==> config.mk <==
export PLATFORM = sky130hd
export DESIGN_NAME = vend_fsm
export DESIGN_NICKNAME = d
export VERILOG_FILES = /design/src/rtl/vend_pkg.sv /design/src/rtl/vend_stock.sv /design/src/rtl/vend_fsm.sv
export SDC_FILE = /design/constraint.sdc
export NUM_CORES = 1
export LEC_CHECK = 0
export ABC_CLOCK_PERIOD_IN_PS = 4400
export CORE_ASPECT_RATIO = 0.6
export CORE_UTILIZATION = 30
export CTS_BUF_LIST = sky130_fd_sc_hd__clkbuf_2 sky130_fd_sc_hd__clkbuf_4 sky130_fd_sc_hd__clkbuf_8
export DETAILED_ROUTE_END_ITERATION = 8
export GPL_TIMING_DRIVEN = 0
export PLACE_DENSITY = 0.54
export RECOVER_POWER = 25
export SYNTH_ARGS = -nofsm -noshare
export SYNTH_HDL_FRONTEND = slang
export SYNTH_HIERARCHICAL = 1
export SYNTH_SLANG_ARGS = --single-unit
==> constraint.sdc <==
create_clock -name clk -period 4.4 [get_ports clk]
set_input_delay 0.66 -clock clk [delete_from_list [all_inputs] [get_ports clk]]
set_output_delay 0.66 -clock clk [all_outputs]
set_load 0.05 [all_outputs]
==> src/rtl/vend_pkg.sv <==
// vend_pkg: shared state encoding, default price table and select-width helper for vend_fsm
package vend_pkg;
  typedef enum logic [1:0] {IDLE, CREDIT, DISPENSE, CHANGE} state_t;
  localparam logic [31:0] DEF_PRICES = 32'h1E32_1428;
  function automatic int sel_w(input int n);
    return n > 1 ? $clog2(n) : 1;
  endfunction
endpackage

==> src/rtl/vend_stock.sv <==
// vend_stock: per-item stock counters with vend decrement, bulk restock and empty flags
module vend_stock #(
  parameter int NUM_ITEMS = 4,
  parameter int STOCK_W = 4,
  parameter int INIT_STOCK = 5,
  parameter int SEL_W = 2
) (
  input  logic                 clk,
  input  logic                 rst_n,
  input  logic                 dec,
  input  logic [SEL_W-1:0]     item,
  input  logic                 restock,
  output logic [NUM_ITEMS-1:0] empty
);
  for (genvar i = 0; i < NUM_ITEMS; i++) begin : g_cnt
    logic [STOCK_W-1:0] cnt;
    always_ff @(posedge clk or negedge rst_n)
      if (!rst_n) cnt <= STOCK_W'(INIT_STOCK);
      else if (restock) cnt <= STOCK_W'(INIT_STOCK);
      else if (dec && item == SEL_W'(i)) cnt <= cnt - STOCK_W'(1);
    assign empty[i] = cnt == '0;
  end
endmodule

==> src/rtl/vend_fsm.sv <==
// vend_fsm: multi-item vending controller with credit, price/stock checks and dispense/change handshakes; define VEND_STOCK_EN for per-item stock
module vend_fsm
  import vend_pkg::*;
#(
  parameter int NUM_ITEMS = 4,
  parameter int CREDIT_W = 8,
  parameter int COIN_W = 4,
  parameter int MAX_CREDIT = 200,
  parameter logic [NUM_ITEMS*CREDIT_W-1:0] PRICES = DEF_PRICES,
  parameter int STOCK_W = 4,
  parameter int INIT_STOCK = 5,
  localparam int SEL_W = sel_w(NUM_ITEMS)
) (
  input  logic                clk,
  input  logic                rst_n,
  input  logic                coin_valid,
  input  logic [COIN_W-1:0]   coin_value,
  input  logic                sel_valid,
  input  logic [SEL_W-1:0]    sel_item,
  input  logic                cancel,
  input  logic                restock,
  output logic                disp_valid,
  output logic [SEL_W-1:0]    disp_item,
  input  logic                disp_ready,
  output logic                change_valid,
  output logic [CREDIT_W-1:0] change_amt,
  input  logic                change_ready,
  output logic [CREDIT_W-1:0] credit,
  output logic                coin_reject,
  output logic                err_price,
  output logic                err_soldout,
  output logic                busy
);
  state_t state, state_n;
  logic [CREDIT_W-1:0] credit_n, price, change_amt_n;
  logic [CREDIT_W:0] sum;
  logic [NUM_ITEMS-1:0] empty;
  logic [SEL_W-1:0] disp_item_n;
  logic open, item_ok, soldout, do_cancel, sel_eff, sel_ok, coin_eff;
  logic disp_valid_n, change_valid_n, busy_n, coin_reject_n, err_price_n, err_soldout_n;

  assign open = state == IDLE || state == CREDIT;
  assign item_ok = {1'b0, sel_item} < (SEL_W+1)'(NUM_ITEMS);
  assign price = item_ok ? PRICES[int'(sel_item)*CREDIT_W +: CREDIT_W] : '0;
  assign soldout = item_ok && empty[sel_item];
  assign sum = {1'b0, credit} + (CREDIT_W+1)'(coin_value);
  // cancel outranks selection, which outranks a coin in the same cycle
  assign do_cancel = cancel && state == CREDIT;
  assign sel_eff = sel_valid && open && !do_cancel;
  assign sel_ok = sel_eff && state == CREDIT && item_ok && !soldout && credit >= price;
  assign coin_eff = coin_valid && open && !do_cancel && !sel_eff && sum <= (CREDIT_W+1)'(MAX_CREDIT);

`ifdef VEND_STOCK_EN
  vend_stock #(
    .NUM_ITEMS(NUM_ITEMS), .STOCK_W(STOCK_W), .INIT_STOCK(INIT_STOCK), .SEL_W(SEL_W)
  ) u_stock (
    .clk(clk), .rst_n(rst_n), .dec(sel_ok), .item(sel_item),
    .restock(restock && state == IDLE), .empty(empty)
  );
`else
  logic unused_restock;
  assign empty = '0;
  assign unused_restock = restock | (|STOCK_W'(INIT_STOCK));
`endif

  always_ff @(posedge clk or negedge rst_n)
    if (!rst_n) begin
      state <= IDLE;
      credit <= '0;
      disp_valid <= 1'b0;
      disp_item <= '0;
      change_valid <= 1'b0;
      change_amt <= '0;
      coin_reject <= 1'b0;
      err_price <= 1'b0;
      err_soldout <= 1'b0;
      busy <= 1'b0;
    end else begin
      state <= state_n;
      credit <= credit_n;
      disp_valid <= disp_valid_n;
      disp_item <= disp_item_n;
      change_valid <= change_valid_n;
      change_amt <= change_amt_n;
      coin_reject <= coin_reject_n;
      err_price <= err_price_n;
      err_soldout <= err_soldout_n;
      busy <= busy_n;
    end

  always_comb begin
    case (state)
      IDLE, CREDIT: state_n = do_cancel ? CHANGE : sel_ok ? DISPENSE : coin_eff ? CREDIT : state;
      DISPENSE:     state_n = !disp_ready ? DISPENSE : credit != '0 ? CHANGE : IDLE;
      CHANGE:       state_n = change_ready ? IDLE : CHANGE;
      default:      state_n = IDLE;
    endcase
    credit_n = sel_ok ? credit - price : coin_eff ? sum[CREDIT_W-1:0] :
               (state == CHANGE && change_ready) ? '0 : credit;
  end

  always_comb begin
    disp_valid_n = state_n == DISPENSE;
    change_valid_n = state_n == CHANGE;
    busy_n = disp_valid_n || change_valid_n;
    disp_item_n = sel_ok ? sel_item : disp_item;
    change_amt_n = change_valid_n ? credit_n : '0;
    coin_reject_n = coin_valid && !coin_eff;
    err_price_n = sel_eff && (state == IDLE || !item_ok || (!soldout && credit < price));
    err_soldout_n = sel_eff && state == CREDIT && soldout;
  end
endmodule

Yosys cells after proc, flatten, opt, wreduce, memory -nomap -nowiden
Cells that the tools add are included.
{"block": "word_totals", "register_bits": 26, "in_bits": 14, "out_inout_bits": 24, "wordCells": 60}
{"block": "classes", "addsub": 2, "order_cmp": 4, "eq_ne": 5, "shifts": 1, "n_mux": 13, "n_reduce_logical": 25}
{"op": "8-bit two-way mux", "count": 4}
{"op": "32-bit by 6-bit indexed part select with 8-bit output (first input constant)", "count": 1}
{"op": "1-bit logical AND", "count": 15}
{"op": "2-bit two-way mux", "count": 6}
{"op": "8-bit by 4-bit adder with 9-bit output", "count": 1}
{"op": "9-bit by 8-bit <= comparator with 1-bit output (second input constant)", "count": 1}
{"op": "2-bit equality test (second input constant)", "count": 4}
{"op": "8-bit greater-or-equal comparator", "count": 1}
{"op": "8-bit < comparator", "count": 1}
{"op": "8-bit nonzero test", "count": 1}
{"op": "8-bit subtractor", "count": 1}
{"op": "2-bit one-hot mux with 3 select lines", "count": 1}
{"op": "1-bit logical NOT", "count": 4}
{"op": "1-bit logical OR", "count": 3}
{"op": "2-bit by 3-bit < comparator with 1-bit output (second input constant)", "count": 1}
{"op": "1-bit binary-select mux with 2-bit select", "count": 1}
{"op": "2-bit by 1-bit equality test with 1-bit output (second input constant)", "count": 1}
{"op": "2-bit logical NOT", "count": 1}
{"op": "2-bit OR reduction", "count": 1}
{"op": "1-bit two-way mux", "count": 1}

Depth between registers and ports, before layout
{"block": "depth", "word_depth": 13, "depth_mapped": 10, "ltp_nobuf": 10}

Worst setup path after synthesis
No wires, ideal clock.
{"block": "synth_path", "path_kind": "register to register", "from": "reg credit[0]", "to": "reg credit[2]", "setup_ps": 126, "t_arrival_ps": 2631, "t_required_ps": 4274, "setup_slack_ps": 1643, "path_stages_with_launch": 9, "n_path_buf": 0, "synth_period_minus_slack_ps": 2757, "path_cell_list": "dfrtp_1 -> ha_1 -> fa_1 -> a21o_1 -> a21oi_2 -> nor4b_4 -> o32ai_4 -> and2_4 -> a221o_1"}
{"block": "synth_between", "elab_chain_cells": 5, "elab_cells_between_ends": 8, "cone_classes": "2 x add/sub; 2 x order compare; 2 x mux; 2 x reduce/logical"}
{"element": "start: declaration", "line_no": "vend_fsm.sv:28", "text": "output logic [CREDIT_W-1:0] credit,"}
{"element": "start signal: assignment", "line_no": "vend_fsm.sv:80", "text": "credit <= credit_n;"}
{"element": "8-bit by 4-bit adder with 9-bit output", "line_no": "vend_fsm.sv:46", "text": "assign sum = {1'b0, credit} + (CREDIT_W+1)'(coin_value);"}
{"element": "9-bit by 8-bit <= comparator with 1-bit output", "line_no": "vend_fsm.sv:51", "text": "assign coin_eff = coin_valid && open && !do_cancel && !sel_eff && sum <= (CREDIT_W+1)'(MAX_CREDIT);"}
{"element": "1-bit logical AND", "line_no": "vend_fsm.sv:51"}
{"element": "8-bit two-way mux", "line_no": "vend_fsm.sv:98", "text": "credit_n = sel_ok ? credit - price : coin_eff ? sum[CREDIT_W-1:0] :"}
{"element": "8-bit two-way mux (*)", "line_no": "vend_fsm.sv:98"}
{"element": "net credit_n[2]", "line_no": "vend_fsm.sv:35", "text": "logic [CREDIT_W-1:0] credit_n, price, change_amt_n;"}
The timed path passes the listed nets; every way through them passes the cells marked *.
A chain may end at the register's enable or synchronous reset.

Final worst setup path
{"block": "layout_path", "from": "in sel_item[1]", "to": "reg change_amt[6]"}
{"block": "layout_between", "elab_chain_cells": 10, "elab_cells_between_ends": 14, "cone_classes": "1 x add/sub; 1 x order compare; 1 x eq/ne; 1 x shift; 7 x mux; 3 x reduce/logical"}
{"element": "start: declaration", "line_no": "vend_fsm.sv:19", "text": "input logic [SEL_W-1:0] sel_item,"}
{"element": "branches (longest 9 deep; another with 8-bit greater-or-equal comparator)"}
{"element": "8-bit two-way mux (*)", "line_no": "vend_fsm.sv:107", "text": "change_amt_n = change_valid_n ? credit_n : '0;"}
{"element": "net change_amt_n[6]", "line_no": "vend_fsm.sv:35"}
{"element": "end signal: assignment", "line_no": "vend_fsm.sv:84", "text": "change_amt <= change_amt_n;"}
{"element": "end: declaration", "line_no": "vend_fsm.sv:26", "text": "output logic [CREDIT_W-1:0] change_amt,"}
Mark *: on every way through the listed nets, which the timed path passes. The select of a mux whose other input is x is not followed.

==> summary.txt <==
Drt
  • Vias per cell: about 5.1
  • Total detailed-routing wirelength: around 4.4 mm
  • Wire length per cell: 14.7 um
  • Vias: 1,519
  • Iteration-0 DRC Markers: between 100 and 150
  • DRC: 0
  • DRT antenna net count: 0
  • First-pass detailed-route iteration total: 4

Synth
  • Sequential area share after synthesis: a little over a third
  • Async SR Flop Fraction: between 90% and 100%
  • EDFF count, synth: 0
  • Syn Area/Cell: slightly below 10 um2
  • Synth Register Bits: 25
  • Post-Syn Instances: 181
  • Synthesized cell area: approximately 0.0017 mm2
  • Ys flop type: dfrtp_1
  • Distinct cells, synth: 56
  • Syn Nets: between 200 and 250
  • Yosys warning total: 6

Layout
  • Final net count: around 250
  • Antenna diodes: 0
  • Share of layout cells above drive strength 1: approximately a tenth
  • Final instance area: between 0.002 and 0.0025 mm2
  • Fill cell count: roughly 590
  • Area Growth Syn to Fin: 28.7%
  • Layout Cells excl Fill: 300

Power
  • Worst VDD drop: 0.286 mV
  • Sw Share: between 50% and 60%
  • Share of power burned in registers: approximately 25%
  • P_int: roughly 800 uW
  • Leak Pwr: 0.000970 uW
  • Power Density: between 700 and 800 mW/mm2
  • Clock power share: under 10%
  • P_sw: a little under 900 uW
  • Gate power share: roughly 67%

Timing
  • Minimum clock period: 3.17 ns
  • Slew @ Worst Pin: approximately 1.1 ns
  • Slew headroom: ~24%
  • Final hold vios: 0
  • Fin crit share: ~72%
  • Max-slew violations: 0
  • # setup viols final: 0
  • Fmax: roughly 320 MHz
  • Clock skew: roughly 0.0056 ns
  • Setup TNS: 0 ns
  • RSZ-0062 raised after global routing: false

Worst setup path
  • Reg2reg setup slack: between 1.5 and 2 ns
  • RR Startpoint: credit[0]
  • Slowest cell on crit path: o41ai_4
  • Worst Path Max Fanout: 10
  • Worst EP required: 4.59 ns
  • Reg-to-reg critical path endpoint: credit[3]
  • CP Class: in -> reg
  • Setup crit start kind: primary input
  • Top cell by count, worst path: ha_1
  • CP max stage delay: 0.58 ns
  • Cells on worst reg2reg path: 8
  • Cell breakdown of the critical path: clkdlybuf4s50_1, inv_1, ha_1, nor2_1, ha_1, nor2b_1, o41ai_4, buf_2, nand4_1, a21oi_1
  • CP Capture Type: flip-flop
  • Worst endpoint data arrival time: roughly 3.4 ns

Floorplanning
  • Starting Density: 31.2%
  • Die height: 61.0 um
  • CORE AREA: 0.00557 mm2
  • Die area: just over 0.006 mm2
  • Die X: ~100 um
  • Site Rows: 21
  • I/O pins: 38

GRT
  • Initial antenna violation count: 0
  • Global-route wire length before repair: 7.32 mm
  • Vias in the first global route: about 1.4k
  • Pin count of the biggest net entering global routing: 26
  • Grt ovf: 0
  • Global Route Usage Sum: 16.2%

Place
  • Cell count after placement: between 200 and 300
  • GPL Wtd Cong: around 0.86
  • HPWL Detailed: ~3.4 mm
  • DP Area: about 0.0022 mm2
  • Port Buf Inserts: 35

Min path
  • WHS Endpoint: disp_item[0]
  • Min-Delay Path Class: reg -> reg
  • Min-delay src: disp_item[0]
  • WHS Path Cells: 2

CTS
  • CTS root buf: clkbuf_8
  • Total CTS buffers: 3
  • Post-CTS Resized: 0
  • H-tree depth: 1
  • Worst-Skew Late Latency: roughly 0.27 ns
  • Postcts setup bufs: 0
  • Clk slew on worst S/H paths: 0.09 ns
  • CTS Hold Bufs: 0
  • Maximum clock insertion buffer count: 2
  • CTS sink cnt: 25
  • TritonCTS clock tree: yes

Flow run
  • Maxcap violations: 0

Run status
  • Status: complete, no violations
power by group through the flow:
stage | registers (uW) | logic (uW) | clock network, uW
global placement | 421 | 1110 | 0
CTS | 412 | 1110 | 149
floorplan | 677 | 527 | 0
global route | 424 | 1210 | 159
detailed placement | 418 | 1110 | 0
finish | 412 | 1110 | 146
area by class of cell:
class / instances / area (um2) / share of cell area, %
Buffer: 5 / 26.3 / 1.17
Timing Repair Buffer: 35 / 350 / 15.7
Clock buffer: 4 / 48.8 / 2.18
Inverter: 9 / 33.8 / 1.51
Tap cell: 80 / 100 / 4.47
Sequential cell: 25 / 626 / 27.9
Multi-Input combinational cell: 142 / 1050 / 47.1
kinds of logic after synthesis:
kind of cell             after synthesis  synth area share (%)
AO/OA/AOI/OAI                         54                  25.0
XOR/XNOR                               5                  2.52
adder cells (fa/ha/maj)               14                  10.5
buffers and inverters                 14                  3.45
flip-flops                            25                  36.0
multiplexers                           3                  1.80
other                                  1                 0.216
AND/OR/NAND/NOR                       65                  20.6
layer usage:
metal,vias to the layer above,share of wire [%],wire (um),GRT usage [%]
met1,726,55,2410,25.1
met5,-,0,0,0
met4,0,0.68,30,3.73
li1,749,-,-,-
met2,42,39,1740,22.7
met3,2,5.1,227,3.11
worst max-delay path by stage:
stage,startpoint,endpoint,slack (ns),cells past startpoint
global placement,sel_item[1],change_amt[6],0.95,10
finish,sel_item[1],change_amt[6],1.23,10
global route,sel_item[1],change_amt[6],0.95,11
CTS,sel_item[1],change_amt[6],1.18,10
detailed placement,sel_item[1],change_amt[6],0.92,10
floorplan,credit[0],credit[2],1.64,8
registers in the layout, summed over array words and instances (netlist names):
register,flops
coin_reject,1
change_amt,8
change_valid,1
disp_item,2
credit,8
state,2
err_price,1
disp_valid,1
busy,1
worst max-delay path: cells and delay by family:
family          cells  cell delay [ns]
fa+ha+maj           2             0.49
buf+inv             3             0.98
compound gates      2             0.77
simple gates        3             0.46
Yosys cell counts, drive strengths merged, types with 2 or more instances:
master  count  share of area (%)
a211oi      2                1.2
o21a        3                1.3
mux2i       2                1.2
dfrtp      25                 36
nor4        3                1.1
nand2      18                4.0
o32ai       2                2.5
nor2b       5                1.8
a21o        2               0.86
and3        2               0.72
a211o       2                1.0
nor3b       2                1.2
a31oi       4                1.8
o31ai       3                1.3
xor2        5                2.5
buf         4                1.3
and2        5                2.1
nor3        2               0.58
a32oi       2                1.0
a21oi      16                5.0
a221o       3                1.7
ha         13                9.4
nand4       3                1.1
or3         2               0.72
nor2       11                2.4
nand2b      3                1.1
o21ai       6                1.7
inv         9                1.9
nand3       6                1.7
stage by stage:
step | hold WS [ns] | setup WS [ns] | power [uW] | util (%)
2_1_floorplan | 0.364 | 1.64 | 1200 | -
3_3_place_gp | 0.476 | 0.949 | 1530 | 39.3
3_5_place_dp | 0.480 | 0.923 | 1530 | 39.3
4_1_cts | 0.500 | 1.18 | 1680 | 40.2
5_1_grt | 0.536 | 0.951 | 1790 | 40.2
6_report | 0.495 | 1.23 | 1670 | 40.2
layout by cell type, fill, tap and decap left out, drive strengths merged, types with 4 or more instances in the layout:
cell type / count
a21oi: 16
a31oi: 4
and2: 5
buf: 4
clkbuf: 5
clkdlybuf4s50: 34
dfrtp: 25
ha: 13
inv: 9
nand2: 18
nand3: 6
nor2: 11
nor2b: 5
o21ai: 6
xor2: 5
(Power assumes the default switching activity.)
